===== src/rtl/game_pkg.sv =====
// Shared constants and board-field helpers for the 2x2 sliding-tile game.
// Position p occupies board bits [11-3p : 9-3p]; tile 3'd0 is the blank.
package game_pkg;

  typedef enum logic [1:0] {
    CHOSE_BOARD  = 2'b00,
    GAMING       = 2'b01,
    GAME_INITIAL = 2'b10,
    WINNED       = 2'b11
  } status_e;

  localparam logic [11:0] SOLVED_BOARD = 12'b000_001_010_011;
  localparam logic [2:0]  BLANK_TILE   = 3'd0;

  localparam logic [1:0] DIR_UP    = 2'b00;
  localparam logic [1:0] DIR_DOWN  = 2'b01;
  localparam logic [1:0] DIR_LEFT  = 2'b10;
  localparam logic [1:0] DIR_RIGHT = 2'b11;

  localparam logic [9:0] MOVE_CNT_MAX = 10'd999;

  function automatic logic [2:0] tile_at(input logic [11:0] b, input logic [1:0] p);
    case (p)
      2'd0:    return b[11:9];
      2'd1:    return b[8:6];
      2'd2:    return b[5:3];
      default: return b[2:0];
    endcase
  endfunction

  function automatic logic [11:0] set_tile(input logic [11:0] b, input logic [1:0] p,
                                           input logic [2:0] t);
    logic [11:0] r;
    r = b;
    case (p)
      2'd0:    r[11:9] = t;
      2'd1:    r[8:6]  = t;
      2'd2:    r[5:3]  = t;
      default: r[2:0]  = t;
    endcase
    return r;
  endfunction

  // Lowest position holding the blank; 0 when the board has none.
  function automatic logic [1:0] find_blank(input logic [11:0] b);
    logic [1:0] pos;
    pos = 2'd0;
    for (int i = 3; i >= 0; i--)
      if (tile_at(b, 2'(i)) == BLANK_TILE) pos = 2'(i);
    return pos;
  endfunction

endpackage


===== src/rtl/board_engine_if.sv =====
// Player-side bus of the game engine: board load, controls, moves and status.
interface board_engine_if;
  logic [11:0] board_in;
  logic        start;
  logic        give_up;
  logic        move_valid;
  logic [1:0]  move_dir;
  logic [1:0]  game_status;
  logic [11:0] board;
  logic [1:0]  blank_pos;
  logic [9:0]  move_cnt;
  logic        move_err;

  modport master (
    output board_in, start, give_up, move_valid, move_dir,
    input  game_status, board, blank_pos, move_cnt, move_err
  );

  modport slave (
    input  board_in, start, give_up, move_valid, move_dir,
    output game_status, board, blank_pos, move_cnt, move_err
  );
endinterface


===== src/rtl/board_engine_tile_mover.sv =====
// Combinational blank-tile move: legality, swapped board and new blank index.
module tile_mover
  import game_pkg::*;
(
  input  logic [11:0] board,
  input  logic [1:0]  blank_pos,
  input  logic [1:0]  move_dir,
  output logic        legal,
  output logic [11:0] next_board,
  output logic [1:0]  next_blank
);

  logic [1:0] target;

  always_comb begin
    legal  = 1'b0;
    target = blank_pos;
    unique case (move_dir)
      DIR_UP:    begin legal =  blank_pos[1]; target = blank_pos - 2'd2; end
      DIR_DOWN:  begin legal = ~blank_pos[1]; target = blank_pos + 2'd2; end
      DIR_LEFT:  begin legal =  blank_pos[0]; target = blank_pos - 2'd1; end
      DIR_RIGHT: begin legal = ~blank_pos[0]; target = blank_pos + 2'd1; end
    endcase
  end

  // Full swap rather than writing a literal blank, so boards without a blank stay consistent.
  always_comb begin
    next_board = board;
    next_blank = blank_pos;
    if (legal) begin
      next_board = set_tile(set_tile(board, blank_pos, tile_at(board, target)),
                            target, tile_at(board, blank_pos));
      next_blank = target;
    end
  end

endmodule


===== src/rtl/board_engine.sv =====
// Game-play engine: latches the chosen board, applies blank moves, counts them
// and drives the shared game_status bus.
module board_engine
  import game_pkg::*;
(
  input logic           clk_d,
  input logic           rst_n,
  board_engine_if.slave bus
);

  status_e     state, state_nx;
  logic [11:0] board_q, board_nx;
  logic [1:0]  blank_q, blank_nx;
  logic [9:0]  cnt_q, cnt_nx;
  logic        err_q, err_nx;

  logic        mv_legal;
  logic [11:0] mv_board;
  logic [1:0]  mv_blank;

  tile_mover u_mover (
    .board      (board_q),
    .blank_pos  (blank_q),
    .move_dir   (bus.move_dir),
    .legal      (mv_legal),
    .next_board (mv_board),
    .next_blank (mv_blank)
  );

  always_ff @(posedge clk_d) begin
    if (!rst_n) begin
      state   <= CHOSE_BOARD;
      board_q <= SOLVED_BOARD;
      blank_q <= 2'd0;
      cnt_q   <= 10'd0;
      err_q   <= 1'b0;
    end else begin
      state   <= state_nx;
      board_q <= board_nx;
      blank_q <= blank_nx;
      cnt_q   <= cnt_nx;
      err_q   <= err_nx;
    end
  end

  always_comb begin
    state_nx = state;
    board_nx = board_q;
    blank_nx = blank_q;
    cnt_nx   = cnt_q;
    err_nx   = 1'b0;
    unique case (state)
      CHOSE_BOARD: begin
        // Sample board_in now: the generator forces identity once status leaves 00.
        if (bus.start) begin
          board_nx = bus.board_in;
          blank_nx = find_blank(bus.board_in);
          cnt_nx   = 10'd0;
          state_nx = GAME_INITIAL;
        end
      end
      GAME_INITIAL: begin
        state_nx = (board_q == SOLVED_BOARD) ? WINNED : GAMING;
      end
      GAMING: begin
        if (bus.give_up) begin
          state_nx = CHOSE_BOARD;
        end else if (bus.move_valid) begin
          if (mv_legal) begin
            board_nx = mv_board;
            blank_nx = mv_blank;
            if (cnt_q < MOVE_CNT_MAX) cnt_nx = cnt_q + 10'd1;
            if (mv_board == SOLVED_BOARD) state_nx = WINNED;
          end else begin
            err_nx = 1'b1;
          end
        end
      end
      WINNED: begin
        if (bus.start) state_nx = CHOSE_BOARD;
      end
    endcase
  end

  assign bus.game_status = state;
  assign bus.board       = board_q;
  assign bus.blank_pos   = blank_q;
  assign bus.move_cnt    = cnt_q;
  assign bus.move_err    = err_q;

endmodule


===== src/flat_wrapper.sv =====
// flat-port wrapper written by rule: the top's interface ports become plain ports
module board_engine_flat import game_pkg::*;
  (clk_d, rst_n, bus_board_in, bus_start, bus_give_up, bus_move_valid, bus_move_dir, bus_game_status, bus_board, bus_blank_pos, bus_move_cnt, bus_move_err);
  board_engine_if bus_i ();
  input logic clk_d;
  input logic rst_n;
  input wire logic [$bits(bus_i.board_in)-1:0] bus_board_in;
  input wire logic [$bits(bus_i.start)-1:0] bus_start;
  input wire logic [$bits(bus_i.give_up)-1:0] bus_give_up;
  input wire logic [$bits(bus_i.move_valid)-1:0] bus_move_valid;
  input wire logic [$bits(bus_i.move_dir)-1:0] bus_move_dir;
  output wire logic [$bits(bus_i.game_status)-1:0] bus_game_status;
  output wire logic [$bits(bus_i.board)-1:0] bus_board;
  output wire logic [$bits(bus_i.blank_pos)-1:0] bus_blank_pos;
  output wire logic [$bits(bus_i.move_cnt)-1:0] bus_move_cnt;
  output wire logic [$bits(bus_i.move_err)-1:0] bus_move_err;
  assign bus_i.board_in = bus_board_in;
  assign bus_i.start = bus_start;
  assign bus_i.give_up = bus_give_up;
  assign bus_i.move_valid = bus_move_valid;
  assign bus_i.move_dir = bus_move_dir;
  assign bus_game_status = bus_i.game_status;
  assign bus_board = bus_i.board;
  assign bus_blank_pos = bus_i.blank_pos;
  assign bus_move_cnt = bus_i.move_cnt;
  assign bus_move_err = bus_i.move_err;
  board_engine u_core (.clk_d(clk_d), .rst_n(rst_n), .bus(bus_i));
endmodule

===== config.mk =====
export PLATFORM = sky130hd
export DESIGN_NAME = board_engine_flat
export DESIGN_NICKNAME = d
export VERILOG_FILES = /design/src/rtl/game_pkg.sv /design/src/rtl/board_engine_if.sv /design/src/rtl/board_engine_tile_mover.sv /design/src/rtl/board_engine.sv /design/src/flat_wrapper.sv
export SDC_FILE = /design/constraint.sdc
export NUM_CORES = 1
export LEC_CHECK = 0
export BUFFER_PORTS_ARGS = -buffer_cell sky130_fd_sc_hd__buf_2
export CORE_UTILIZATION = 60
export CTS_CLUSTER_SIZE = 14
export DETAILED_ROUTE_END_ITERATION = 16
export PLACE_DENSITY = 0.86
export SYNTH_ARGS = -nofsm -noshare
export SYNTH_HDL_FRONTEND = slang
export SYNTH_SLANG_ARGS = --single-unit
export TNS_END_PERCENT = 1

===== constraint.sdc =====
create_clock -name clk_d -period 4.5 [get_ports clk_d]
set_clock_uncertainty 0.1 [all_clocks]
set_input_delay 0.9 -clock clk_d [delete_from_list [all_inputs] [get_ports clk_d]]
set_output_delay 0.9 -clock clk_d [all_outputs]
set_load 0.03 [all_outputs]

# Word level (Yosys, flattened, before mapping)
# Index checks and enable logic that the tools add are counted.
dict set report totals {
  regBits 27
  latch_bits 0
  ram_bits 0
  rom_bits 0
  input_bits 19
  word_cells 102
  memories 0
}
dict set report op_classes {
  add_sub_neg 5
  multipliers 0
  div 0
  order_cmp 1
  eq_ne 21
  n_shift 0
  mux 50
  bitwise 5
  n_reduce_logical 15
}
# cell count
set ops {}
lappend ops {{12-bit 2-to-1 mux} 5}
lappend ops {{10-bit 2-to-1 mux} 5}
lappend ops {{3-bit 2-to-1 mux} 16}
lappend ops {{2-bit 2-to-1 mux} 15}
lappend ops {{12-bit by 7-bit == test with 1-bit output, second input constant} 2}
lappend ops {{12-bit case mux with 2 select lines} 1}
lappend ops {{10-bit case mux with 2 select lines} 1}
lappend ops {{3-bit case mux with 3 select lines} 2}
lappend ops {{2-bit case mux with 4 select lines} 2}
lappend ops {{2-bit == test, second input constant} 6}
lappend ops {{3-bit zero test} 4}
lappend ops {{10-bit by 1-bit adder with 10-bit output, second input constant} 1}
lappend ops {{10-bit less-than comparator, second input constant} 1}
lappend ops {{5-bit AND reduction} 2}
lappend ops {{2-bit by 1-bit == test with 1-bit output, second input constant} 4}
lappend ops {{2-bit zero test} 4}
lappend ops {{2-bit inequality test, second input constant} 4}
lappend ops {{3-bit by 2-bit inequality test with 1-bit output, second input constant} 2}
lappend ops {{6-bit AND reduction} 1}
lappend ops {{3-bit OR reduction} 2}
lappend ops {{1-bit NOT} 5}
lappend ops {{2-bit by 1-bit inequality test with 1-bit output, second input constant} 2}
lappend ops {{1-bit case mux with 4 select lines} 1}
lappend ops {{2-bit case mux with 2 select lines} 1}
lappend ops {{other kinds (8)} 8}

# Depth between registers and ports, before layout
# Gate-level depths: netlist of run 1.
dict set report logic_depth {
  ltp_word 13
  depth_mapped 12
}

# Modules after synthesis
# Synthesis of run 1 repeated with hierarchy kept, for this count alone.
dict set report unflattened {
  cells_unflattened 313
  hier_area_um2 2303.5
}
# module instances cells_each area_each_um2 seq_area_each_um2
set by_module_without_submodules {}
lappend by_module_without_submodules {board_engine 1 189 1440.1 540.5}
lappend by_module_without_submodules {tile_mover 1 124 863.3 0.0}

# Worst setup path before layout of run 1
# OpenSTA, ideal clock, no wires.
dict set report synth_path {
  kind {reg-to-reg}
  startpoint {reg u_core.blank_q[0], in the netlist u_core.bus.blank_pos[0]}
  endpoint {reg u_core.state[1], in the netlist u_core.bus.game_status[1]}
  setup_time_ns 0.084
  t_arrival_ns 2.960
  required_time_ns 4.316
  path_slack_ns 1.355
  path_stages_with_launch 13
  n_path_buf 3
  period_less_slack_ns 3.145
  path_cell_list {dfxtp_1 buf_2 buf_2 inv_1 ha_1 buf_2 xor2_2 a21oi_1 o211a_1 a221oi_1 nand2_1 nand4bb_1 o31ai_2}
}
dict set report synth_between {
  elab_chain_len 10
  elab_cells_between_ends 30
}
# element line
set synth_lines {}
lappend synth_lines {{start: declaration} board_engine.sv:13} ;# logic [1:0] blank_q, blank_nx;
lappend synth_lines {{start signal: assignment} board_engine.sv:40} ;# blank_q <= blank_nx;
lappend synth_lines {{2-bit by 1-bit adder with 2-bit output (tied with other cells)} board_engine_tile_mover.sv:22} ;# DIR_RIGHT: begin legal = ~blank_pos[0]; target = blank_pos + 2'd1; end
lappend synth_lines {{2-bit case mux with 4 select lines} board_engine_tile_mover.sv:18} ;# unique case (move_dir)
lappend synth_lines {{2-bit == test (tied with other cells)} {game_pkg.sv:23, game_pkg.sv:35}}
lappend synth_lines {{3-bit case mux with 3 select lines} game_pkg.sv:23} ;# case (p)
lappend synth_lines {{3-bit 2-to-1 mux (2 in a row)} game_pkg.sv:35} ;# case (p)
lappend synth_lines {{12-bit 2-to-1 mux} board_engine_tile_mover.sv:30} ;# if (legal) begin
lappend synth_lines {{12-bit by 7-bit == test with 1-bit output} board_engine.sv:73} ;# if (mv_board == SOLVED_BOARD) state_nx = WINNED;
lappend synth_lines {{3-bit by 2-bit inequality test with 1-bit output (no line)} --}
lappend synth_lines {{5-bit AND reduction (no line) (*)} --}
lappend synth_lines {{end signal: assignment} board_engine.sv:38} ;# state <= state_nx;
lappend synth_lines {{end: declaration} board_engine.sv:11} ;# status_e state, state_nx;
# Every way passes the cells marked *; elsewhere a longest branch is shown, timed or not.
# A chain may end at the register's enable or synchronous reset.

# Worst setup path after layout of run 1
dict set report layout_path {
  startpoint {reg u_core.blank_q[0], in the netlist u_core.bus.blank_pos[0]}
  endpoint {reg u_core.board_q[5], in the netlist u_core.bus.board[5]}
}
dict set report layout_between {
  elab_chain_len 11
  elab_cells_between_ends 24
}
# element line
set layout_lines {}
lappend layout_lines {{2-bit by 1-bit adder with 2-bit output (tied with other cells)} board_engine_tile_mover.sv:22}
lappend layout_lines {{2-bit case mux with 4 select lines} board_engine_tile_mover.sv:18}
lappend layout_lines {{2-bit == test (tied with other cells)} {game_pkg.sv:23, game_pkg.sv:35}}
lappend layout_lines {{3-bit case mux with 3 select lines} game_pkg.sv:23}
lappend layout_lines {{3-bit 2-to-1 mux (2 in a row)} game_pkg.sv:35}
lappend layout_lines {{12-bit 2-to-1 mux} board_engine_tile_mover.sv:30}
lappend layout_lines {{12-bit 2-to-1 mux} board_engine.sv:69} ;# if (mv_legal) begin
lappend layout_lines {{12-bit 2-to-1 mux} board_engine.sv:68} ;# end else if (bus.move_valid) begin
lappend layout_lines {{12-bit 2-to-1 mux} board_engine.sv:66} ;# if (bus.give_up) begin
lappend layout_lines {{12-bit case mux with 2 select lines} board_engine.sv:52} ;# unique case (state)
lappend layout_lines {{end signal: assignment} board_engine.sv:39} ;# board_q <= board_nx;
lappend layout_lines {{end: declaration} board_engine.sv:12} ;# logic [11:0] board_q, board_nx;
# Parallel ways exist; a longest one is shown, timed or not. The select of a mux whose other input is x is not followed.

==> reports/results.ini, run 1 <==
[layout]
final_cell_area_sq_um = 2620
drive_gt1_share_pct = 17.7
fillers = 312
area_delta_synth_final_pct = 10.9
antennaDiodeCount = 0
utilization_pct = 70.6
finalNetCount = 369

[timing]
period_needed_ns = 3.46
rsz0062_at_grt = no
hold_viol_final = 0
worstMarginPinSlew_ns = 1.31
max_freq_ghz = 0.289
setup_tns_ns = 0
slew_viol_final = 0
period_share_pct = 76.8
slew_headroom_pct = 12.1
setup_viol = 0

[clock_tree]
ctsHoldBuffers = 0
clock_latency_ns = 0.28
cts_root_buf = clkbuf_8
post_cts_buffers = 0
cts.sinks = 27
clkTransAtPathRegs_ns = 0.10
clockBufferDepth = 2
cts_tree = yes
cts_made_buffers = 3
cts_resized = 0
h-tree-depth = 1

[grt]
grt_pass1_wl_um = 11600
overflow = 0
antenna_found_initial = 0
track_usage_pct = 35.4
first_global_vias = 2355
grt_max_degree = 31

[placement]
routabilityCongestion = 0.986
portBuffers = 45
dp_hpwl_um = 5320
place_area_sq_um = 2570

[yosys]
synthFlopType = dfxtp_1
synth_nets = 337
syn_inst = 313
post-synth-top-count-cell = nor2_1
yosysTopAreaCell = dfxtp_1
yosysSeqAreaShare_pct = 22.8
synth_common_cells = nor2_1 (31), nand2_1 (29), dfxtp_1 (27)
synthTopCellsByArea = dfxtp_1 (23%), nor2_1 (4.9%), nand2_1 (4.6%)
async_flop_share_pct = 0
synth-seq-cells = 27
synth_top_area_share_pct = 22.8
avgSynthCellArea_sq_um = 7.56
yosysWarnings = 0
synth_cell_types = 62
synth_edf_count = 0
netlist_area_sq_um = 2370

[worst_hold_path]
hold_end = u_core.bus.board[11]
holdPathStages = 2
holdCritStartpoint = u_core.bus.board[11]
min_path_type = flip-flop to flip-flop

[floorplanning]
io_pins = 46
initial_utilization_pct = 63.7
die_h_um = 64.8
die_area_sq_um = 4200
rows = 22
die-width_um = 64.8
coreArea_sq_um = 3720

[setup_path]
rr_worst_depth = 10
path_max_fanout = 30
critPathCaptureType = flip-flop
r2r-start = u_core.bus.blank_pos[0]
cp.arrival_ns = 3.56
r2r-end = u_core.bus.board[5]
startpoint_type = flip-flop
required_ns = 4.61
r2r_slack_ns = 1.04
path_class = flip-flop to flip-flop

[drt]
wire_per_inst_um = 18.2
wl_um = 7150
via_per_inst = 6.70
drt.antenna.violating_nets = 0
drc_errors = 0
num_vias = 2625
drtIter0Drc = 359
dr.pass1.iters = 5

[run]
max_cap_violations = 0

[outcome]
status = finished, final reports clean

[power_and_ir_drop]
p_per_area_nw_per_um2 = 291
leakage_nw = 1.08
ir_drop_mv = 0.217
total_power_w = 0.000763

## per-layer routing
layer,up-vias,track usage [%],wire (um)
met2,170,53.8,3200
met1,1218,49.8,3100
met5,-,0,0
li1,1218,-,-
met4,0,10.6,136
met3,19,7.04,715
## how the worst max path moves through the flow
stage	cells past startpoint	to	from
after floorplan	12	u_core.bus.game_status[1]	u_core.bus.blank_pos[0]
after global placement	10	u_core.bus.game_status[1]	u_core.bus.blank_pos[0]
after detailed placement	8	u_core.bus.board[10]	bus_move_dir[1]
after CTS	10	u_core.bus.board[5]	u_core.bus.blank_pos[0]
after global routing	10	u_core.bus.board[5]	u_core.bus.blank_pos[0]
final	10	u_core.bus.board[5]	u_core.bus.blank_pos[0]
## sequential cells by signal (all words and copies together) (netlist names)
name	flops
u_core.bus.move_cnt	10
u_core.bus.move_err	1
u_core.bus.game_status	2
u_core.bus.blank_pos	2
u_core.bus.board	12
## critical path, stage by stage, from the launching register on
cell and delay, ns:
dfxtp_1 0.32, buf_4 0.29, inv_1 0.11, ha_1 0.48, xor2_2 0.45, a2bb2oi_1 0.60, o22a_1 0.29, nand2_1 0.10
o211ai_1 0.25, o211ai_1 0.15, a21boi_0 0.23
## power by group
group / internal [W] / switching (W) / total [W]
clock: 0.0000652 / 0.0000862 / 0.000151
combinational: 0.000115 / 0.000206 / 0.000321
sequential: 0.000256 / 0.0000345 / 0.000290
total: 0.000437 / 0.000327 / 0.000763
## cell families (layout without fill, tap and decap cells)
logic type | after synthesis | in the layout | share of synthesized area, %
AOI/OAI and AO/OA | 97 | 97 | 29.8
xor gates and xnor gates | 12 | 12 | 5.08
adders and majority gates | 5 | 5 | 2.64
buffers and inverters | 32 | 63 | 5.82
DFF | 27 | 27 | 22.8
muxes | 11 | 11 | 5.76
and+or+nand+nor | 129 | 129 | 28.0
## per-stage QoR
step                instances  setup WS (ns)  hold slack [ns]
floorplan                 313           1.36            0.510
global placement          388           1.20            0.386
detailed placement        388           1.16            0.408
CTS                       392           1.13            0.432
global route              392          0.858            0.457
finish                    392           1.04            0.435
## cells in the final DEF, fill, tap and decap left out, types with 2 or more instances in the layout
cell type,instances
a21o_1,5
nor2_1,31
mux2i_1,8
o21ai_0,18
and2_1,3
nand3b_1,3
a222oi_1,2
a221oi_1,4
a21boi_1,2
inv_1,12
o211ai_1,6
nand2b_1,11
a21boi_0,5
and3b_1,2
ha_1,5
o221ai_1,3
nand3_1,6
nor3_1,9
buf_4,2
xor2_1,7
xnor2_1,3
a31oi_1,5
a211oi_1,6
nand2_1,29
a31o_2,2
o22ai_1,6
a2bb2oi_1,3
nand4_1,5
clkbuf_8,3
buf_2,45
o211a_1,4
o31ai_1,3
and3_1,5
nor4_1,2
o22a_1,2
dfxtp_1,27
o311ai_0,2
a21oi_1,8
nor2b_1,16
a22oi_1,2
## area by class of cell
class | count | area [sq um] | area share (%)
flip-flops and latches | 27 | 541 | 20.6
well taps | 48 | 60.1 | 2.29
clock buffers | 3 | 41.3 | 1.57
clock inverters | 1 | 8.76 | 0.334
inverters | 12 | 45.0 | 1.72
multi-input cells | 254 | 1690 | 64.3
repair buffers | 47 | 240 | 9.16
Note: power is estimated with default switching activity, not from simulation.
==> inputs of run 2 (changes only) <==
--- a/config.mk
+++ b/config.mk
@@ -6,10 +6,10 @@
 export NUM_CORES = 1
 export LEC_CHECK = 0
 export BUFFER_PORTS_ARGS = -buffer_cell sky130_fd_sc_hd__buf_2
-export CORE_UTILIZATION = 60
+export CORE_UTILIZATION = 56
 export CTS_CLUSTER_SIZE = 14
 export DETAILED_ROUTE_END_ITERATION = 16
-export PLACE_DENSITY = 0.86
+export PLACE_DENSITY = 0.81
 export SYNTH_ARGS = -nofsm -noshare
 export SYNTH_HDL_FRONTEND = slang
 export SYNTH_SLANG_ARGS = --single-unit
==> constraint.sdc (replaced) <==
create_clock -name clk_d -period 3.4 [get_ports clk_d]
set_clock_uncertainty 0.1 [all_clocks]
set_input_delay 0.68 -clock clk_d [delete_from_list [all_inputs] [get_ports clk_d]]
set_output_delay 0.68 -clock clk_d [all_outputs]
set_load 0.03 [all_outputs]
==> reports/results.ini, run 2 (same netlist as run 1, synthesis figures left out) <==
[outcome]
status = finished, final reports clean  ; unchanged

[layout]
drive_gt1_share_pct = 18.4  ; was 17.7%
finalNetCount = 372  ; was 369
area_delta_synth_final_pct = 11.9  ; was 10.9%
final_cell_mix = buf_2 (45), nor2_1 (31), nand2_1 (29)  ; unchanged
largest_reg_flops = 12  ; unchanged
layout_commonest_cell = buf_2  ; unchanged
antennaDiodeCount = 0  ; unchanged

[drt]
wl_um = 7030  ; was 7150 um
drt.antenna.violating_nets = 0  ; unchanged
dr.pass1.iters = 7  ; was 5
num_vias = 2549  ; was 2625
via_per_inst = 6.42  ; was 6.70
wire_per_inst_um = 17.7  ; was 18.2 um
drtIter0Drc = 296  ; was 359
drc_errors = 0  ; unchanged

[power_and_ir_drop]
p_int_w = 0.000580  ; was 0.000437 W
p_per_area_nw_per_um2 = 381  ; was 291 nW/um^2
leakage_nw = 1.09  ; was 1.08 nW
switchingPower_w = 0.000428  ; was 0.000327 W
ir_drop_mv = 0.287  ; was 0.217 mV
seqPwrFrac_pct = 38.2  ; was 38.1%
combPwrFrac_pct = 42.4  ; was 42.1%
p_clk_share_pct = 19.4  ; was 19.8%
switching_share_pct = 42.5  ; was 42.8%
total_power_w = 0.00101  ; was 0.000763 W

[setup_path]
cp.arrival_ns = 3.17  ; was 3.56 ns
required_ns = 3.51  ; was 4.61 ns
critPathCaptureType = flip-flop  ; unchanged
path_max_fanout = 8  ; was 30
path_class = flip-flop to flip-flop  ; unchanged
crit_chain = inv_1 > ha_1 > xor2_2 > a2bb2oi_1 > o22a_1 > nand2_1 > o211ai_1 > o211ai_1 > a21boi_0  ; was buf_4 > inv_1 > ha_1 > xor2_2 > a2bb2oi_1 > o22a_1 > nand2_1 > o211ai_1 > o211ai_1 > a21boi_0
critical-path-slowest-cell = a2bb2oi_1  ; unchanged
startpoint_type = flip-flop  ; unchanged
path_common_cell = o211ai_1  ; unchanged
max_stage_delay_ns = 0.60  ; about the same

[timing]
slew_viol_final = 0  ; unchanged
setup_viol = 0  ; unchanged
setup_tns_ns = 0  ; unchanged
max_freq_ghz = 0.327  ; was 0.289 GHz
hold_viol_final = 0  ; unchanged
slew_headroom_pct = 27.7  ; was 12.1%
worstMarginPinSlew_ns = 1.07  ; was 1.31 ns
period_needed_ns = 3.05  ; was 3.46 ns
period_share_pct = 89.8  ; was 76.8%
rsz0062_at_grt = no  ; unchanged

[grt]
track_usage_pct = 33.5  ; was 35.4%
grt_util_met1_pct = 49.5  ; was 49.8%
overflow = 0  ; unchanged
first_global_vias = 2264  ; was 2355
grt_pass1_wl_um = 11400  ; was 11600 um
groute.layer.met2.usage_pct = 49.8  ; was 53.8%
grt_max_degree = 30  ; was 31
antenna_found_initial = 0  ; unchanged
use_met3_pct = 4.11  ; was 7.04%
busiest_layer = met2  ; unchanged

[floorplanning]
coreArea_sq_um = 4030  ; was 3720 sq um
die_area_sq_um = 4490  ; was 4200 sq um
io_pins = 46  ; unchanged
die-width_um = 67  ; was 64.8 um
die_h_um = 67  ; was 64.8 um
initial_utilization_pct = 58.7  ; was 63.7%
rows = 23  ; was 22

[clock_tree]
post_cts_buffers = 0  ; unchanged
h-tree-depth = 1  ; unchanged
clkTransAtPathRegs_ns = 0.10  ; about the same
cts_resized = 0  ; unchanged
clockBufferDepth = 2  ; unchanged
ctsHoldBuffers = 0  ; unchanged
cts.sinks = 27  ; unchanged
cts_made_buffers = 3  ; unchanged
cts_root_buf = clkbuf_8  ; unchanged
cts_tree = yes  ; unchanged
clock_latency_ns = 0.28  ; about the same

[placement]
portBuffers = 45  ; unchanged
dp_hpwl_um = 5250  ; was 5320 um
routabilityCongestion = 0.967  ; was 0.986

[worst_hold_path]
min_path_type = flip-flop to flip-flop  ; unchanged

[run]
max_cap_violations = 0  ; unchanged

## run 2: metal layers
metal / routed length [um] / up-vias / part of all wire (%)
met3: 574 / 12 / 8.2
met4: 106 / 0 / 1.5
met5: 0 / - / 0
met2: 3090 / 127 / 44
met1: 3270 / 1187 / 46
li1: - / 1223 / -
## run 2: final timing paths
path / cells past startpoint / slack, ns / end / start
worst max register to register: 9 / 0.35 / u_core.bus.board[5] / u_core.bus.blank_pos[1]
worst min-delay path: 2 / 0.44 / u_core.bus.board[11] / u_core.bus.board[11]
worst max-delay path: 9 / 0.35 / u_core.bus.board[5] / u_core.bus.blank_pos[1]
worst min register to register: 2 / 0.44 / u_core.bus.board[11] / u_core.bus.board[11]
## run 2: power by group through the flow
stage,sequential [W],combinational (W),clock [W]
global route,0.000389,0.000465,0.000208
floorplan,0.000419,0.000270,0
CTS,0.000383,0.000421,0.000196
detailed placement,0.000391,0.000418,0
finish,0.000385,0.000428,0.000196
global placement,0.000391,0.000417,0
## run 2: through the flow
step,hold slack (ns),setup slack [ns],cells,utilization (%),instance area (sq um)
floorplan,0.510,0.255,313,-,2370
global placement,0.385,0.294,393,64.5,2600
detailed placement,0.435,0.285,393,64.5,2600
CTS,0.452,0.435,397,65.7,2650
global route,0.471,0.0680,397,65.7,2650
finish,0.444,0.345,397,65.7,2650
## run 2: layout make-up
type	count	area, sq um
fillers	387	1380
inverters	12	45.0
flip-flops and latches	27	541
multi-input cells	254	1690
clock inverters	1	7.51
clock buffers	3	41.3
repair buffers	50	263
well taps	50	62.6
## run 2: critical path, delay by kind of cell (launching register included)
kind                       cells  cell delay (ns)
AOI/OAI and AO/OA              5             1.46
and+or+nand+nor                1             0.10
adders and majority gates      1             0.48
xor gates and xnor gates       1             0.42
DFF                            1             0.34
buffers and inverters          1             0.08
==> inputs of run 3 (changes only) <==
--- a/config.mk
+++ b/config.mk
@@ -6,10 +6,11 @@
 export NUM_CORES = 1
 export LEC_CHECK = 0
 export BUFFER_PORTS_ARGS = -buffer_cell sky130_fd_sc_hd__buf_2
-export CORE_UTILIZATION = 56
+export CORE_UTILIZATION = 58
+export CTS_BUF_LIST = sky130_fd_sc_hd__clkbuf_8
 export CTS_CLUSTER_SIZE = 14
 export DETAILED_ROUTE_END_ITERATION = 16
-export PLACE_DENSITY = 0.81
+export PLACE_DENSITY = 0.83
 export SYNTH_ARGS = -nofsm -noshare
 export SYNTH_HDL_FRONTEND = slang
 export SYNTH_SLANG_ARGS = --single-unit
==> reports/results.ini, run 3 (same netlist as run 1, synthesis figures left out) <==
[outcome]
status = finished, final reports clean  ; unchanged

[run]
max_cap_violations = 0  ; unchanged

[timing]
hold_viol_final = 0  ; unchanged
rsz0062_at_grt = no  ; unchanged
slew_headroom_pct = 26.3  ; was 27.7%
worstMarginPinSlew_ns = 1.10  ; was 1.07 ns
period_needed_ns = 2.74  ; was 3.05 ns
period_share_pct = 80.5  ; was 89.8%
setup_tns_ns = 0  ; unchanged
slew_viol_final = 0  ; unchanged
max_freq_ghz = 0.366  ; was 0.327 GHz
setup_viol = 0  ; unchanged
timing.final.ws_setup_ns = 0.664  ; was 0.345 ns

[drt]
wl_um = 6990  ; was 7030 um
drtIter0Drc = 353  ; was 296
wire_per_inst_um = 17.5  ; was 17.7 um
dr.pass1.iters = 5  ; was 7
via_per_inst = 6.46  ; was 6.42
num_vias = 2578  ; was 2549
drt.antenna.violating_nets = 0  ; unchanged
drc_errors = 0  ; unchanged

[placement]
portBuffers = 45  ; unchanged
dp_hpwl_um = 5220  ; was 5250 um
place_area_sq_um = 2630  ; was 2600 sq um
preCtsSetupSlack_ns = 0.422  ; was 0.285 ns
routabilityCongestion = 1.03  ; was 0.967

[layout]
largest_reg_flops = 12  ; unchanged
final_cell_mix = buf_2 (45), nor2_1 (31), nand2_1 (29)  ; unchanged
layout_commonest_cell = buf_2  ; unchanged
final_cell_area_sq_um = 2680  ; was 2650 sq um
area_delta_synth_final_pct = 13.1  ; was 11.9%
finalNetCount = 376  ; was 372
drive_gt1_share_pct = 19.4  ; was 18.4%
antennaDiodeCount = 0  ; unchanged

[grt]
first_global_vias = 2272  ; was 2264
overflow = 0  ; unchanged
busiest_layer = met1  ; was met2
track_usage_pct = 34.5  ; was 33.5%
antenna_found_initial = 0  ; unchanged
grt_max_degree = 30  ; unchanged
grt_pass1_wl_um = 11400  ; about the same
use_met3_pct = 7.41  ; was 4.11%
groute.layer.met2.usage_pct = 49.9  ; was 49.8%
grt_util_met1_pct = 50.7  ; was 49.5%

[floorplanning]
io_pins = 46  ; unchanged
die_h_um = 65.9  ; was 67 um
die-width_um = 65.9  ; was 67 um
coreArea_sq_um = 3800  ; was 4030 sq um
die_area_sq_um = 4340  ; was 4490 sq um
rows = 22  ; was 23
initial_utilization_pct = 62.3  ; was 58.7%

[power_and_ir_drop]
p_per_area_nw_per_um2 = 377  ; was 381 nW/um^2
ir_drop_mv = 0.225  ; was 0.287 mV
leakage_nw = 1.11  ; was 1.09 nW
total_power_w = 0.00101  ; about the same

[setup_path]
path_class = flip-flop to flip-flop  ; unchanged
critPathBufInv = 2  ; was 1
critPathTopFamily = compound AO/OA/AOI/OAI gates  ; unchanged
path_max_fanout = 8  ; unchanged
critPathCaptureType = flip-flop  ; unchanged
crit_chain = inv_1 > ha_1 > xor2_2 > buf_4 > mux2i_1 > a2111o_1 > o211a_1 > nor2_1 > nand2_1 > o31ai_2  ; was inv_1 > ha_1 > xor2_2 > a2bb2oi_1 > o22a_1 > nand2_1 > o211ai_1 > o211ai_1 > a21boi_0
required_ns = 3.50  ; was 3.51 ns
max_stage_delay_ns = 0.48  ; was 0.60 ns
critical-path-slowest-cell = a2111o_1  ; was a2bb2oi_1
startpoint_type = flip-flop  ; unchanged
cp.arrival_ns = 2.83  ; was 3.17 ns

[clock_tree]
cts_made_buffers = 3  ; unchanged
clockBufferDepth = 2  ; unchanged
post_cts_buffers = 0  ; unchanged
cts_tree = yes  ; unchanged
cts_root_buf = clkbuf_8  ; unchanged
clock_latency_ns = 0.28  ; about the same
clkTransAtPathRegs_ns = 0.10  ; about the same
ctsHoldBuffers = 0  ; unchanged
cts.sinks = 27  ; unchanged
h-tree-depth = 1  ; unchanged
cts_resized = 0  ; unchanged

[worst_hold_path]
min_path_type = flip-flop to flip-flop  ; unchanged

run 3: path summary, 6_finish.rpt:
check,from,end,slack (ns),cells past startpoint
hold / removal,u_core.bus.board[11],u_core.bus.board[11],0.44,2
setup / recovery,u_core.bus.blank_pos[1],u_core.bus.game_status[1],0.66,10
hold reg to reg,u_core.bus.board[11],u_core.bus.board[11],0.44,2
setup reg to reg,u_core.bus.blank_pos[1],u_core.bus.game_status[1],0.66,10
run 3: per-layer routing:
| metal | vias up | wire, um | part of all wire (%) |
|---|---|---|---|
| li1 | 1227 | - | - |
| met1 | 1175 | 3160 | 45 |
| met2 | 161 | 3020 | 43 |
| met3 | 15 | 695 | 9.9 |
| met4 | 0 | 111 | 1.6 |
| met5 | - | 0 | 0 |
run 3: tightest hold or removal path: cells and delay by family, from the launching register on:
kind | cells | cell delay [ns]
flops | 1 | 0.37
simple gates | 1 | 0.07
compound gates | 1 | 0.05
run 3: where the power goes:
group / internal (W) / switching (W) / total, W
sequential: 0.000339 / 0.0000463 / 0.000385
clock: 0.0000834 / 0.000107 / 0.000190
combinational: 0.000164 / 0.000271 / 0.000435
total: 0.000586 / 0.000424 / 0.00101
run 3: final cells by class:
class / count / area, sq um
Clock buffer: 3 / 41.3
Clock inverter: 1 / 7.51
Fill cell: 330 / 1120
Inverter: 12 / 45.0
Multi-Input combinational cell: 254 / 1690
Sequential cell: 27 / 541
Tap cell: 48 / 60.1
Timing Repair Buffer: 54 / 293
run 3: metrics by stage:
step                      instances  hold WS, ns  util (%)
after floorplan                 313        0.510         -
after global placement          395        0.392      69.1
after detailed placement        395        0.426      69.1
after CTS                       399        0.439      70.4
after global routing            399        0.466      70.4
final                           399        0.438      70.4
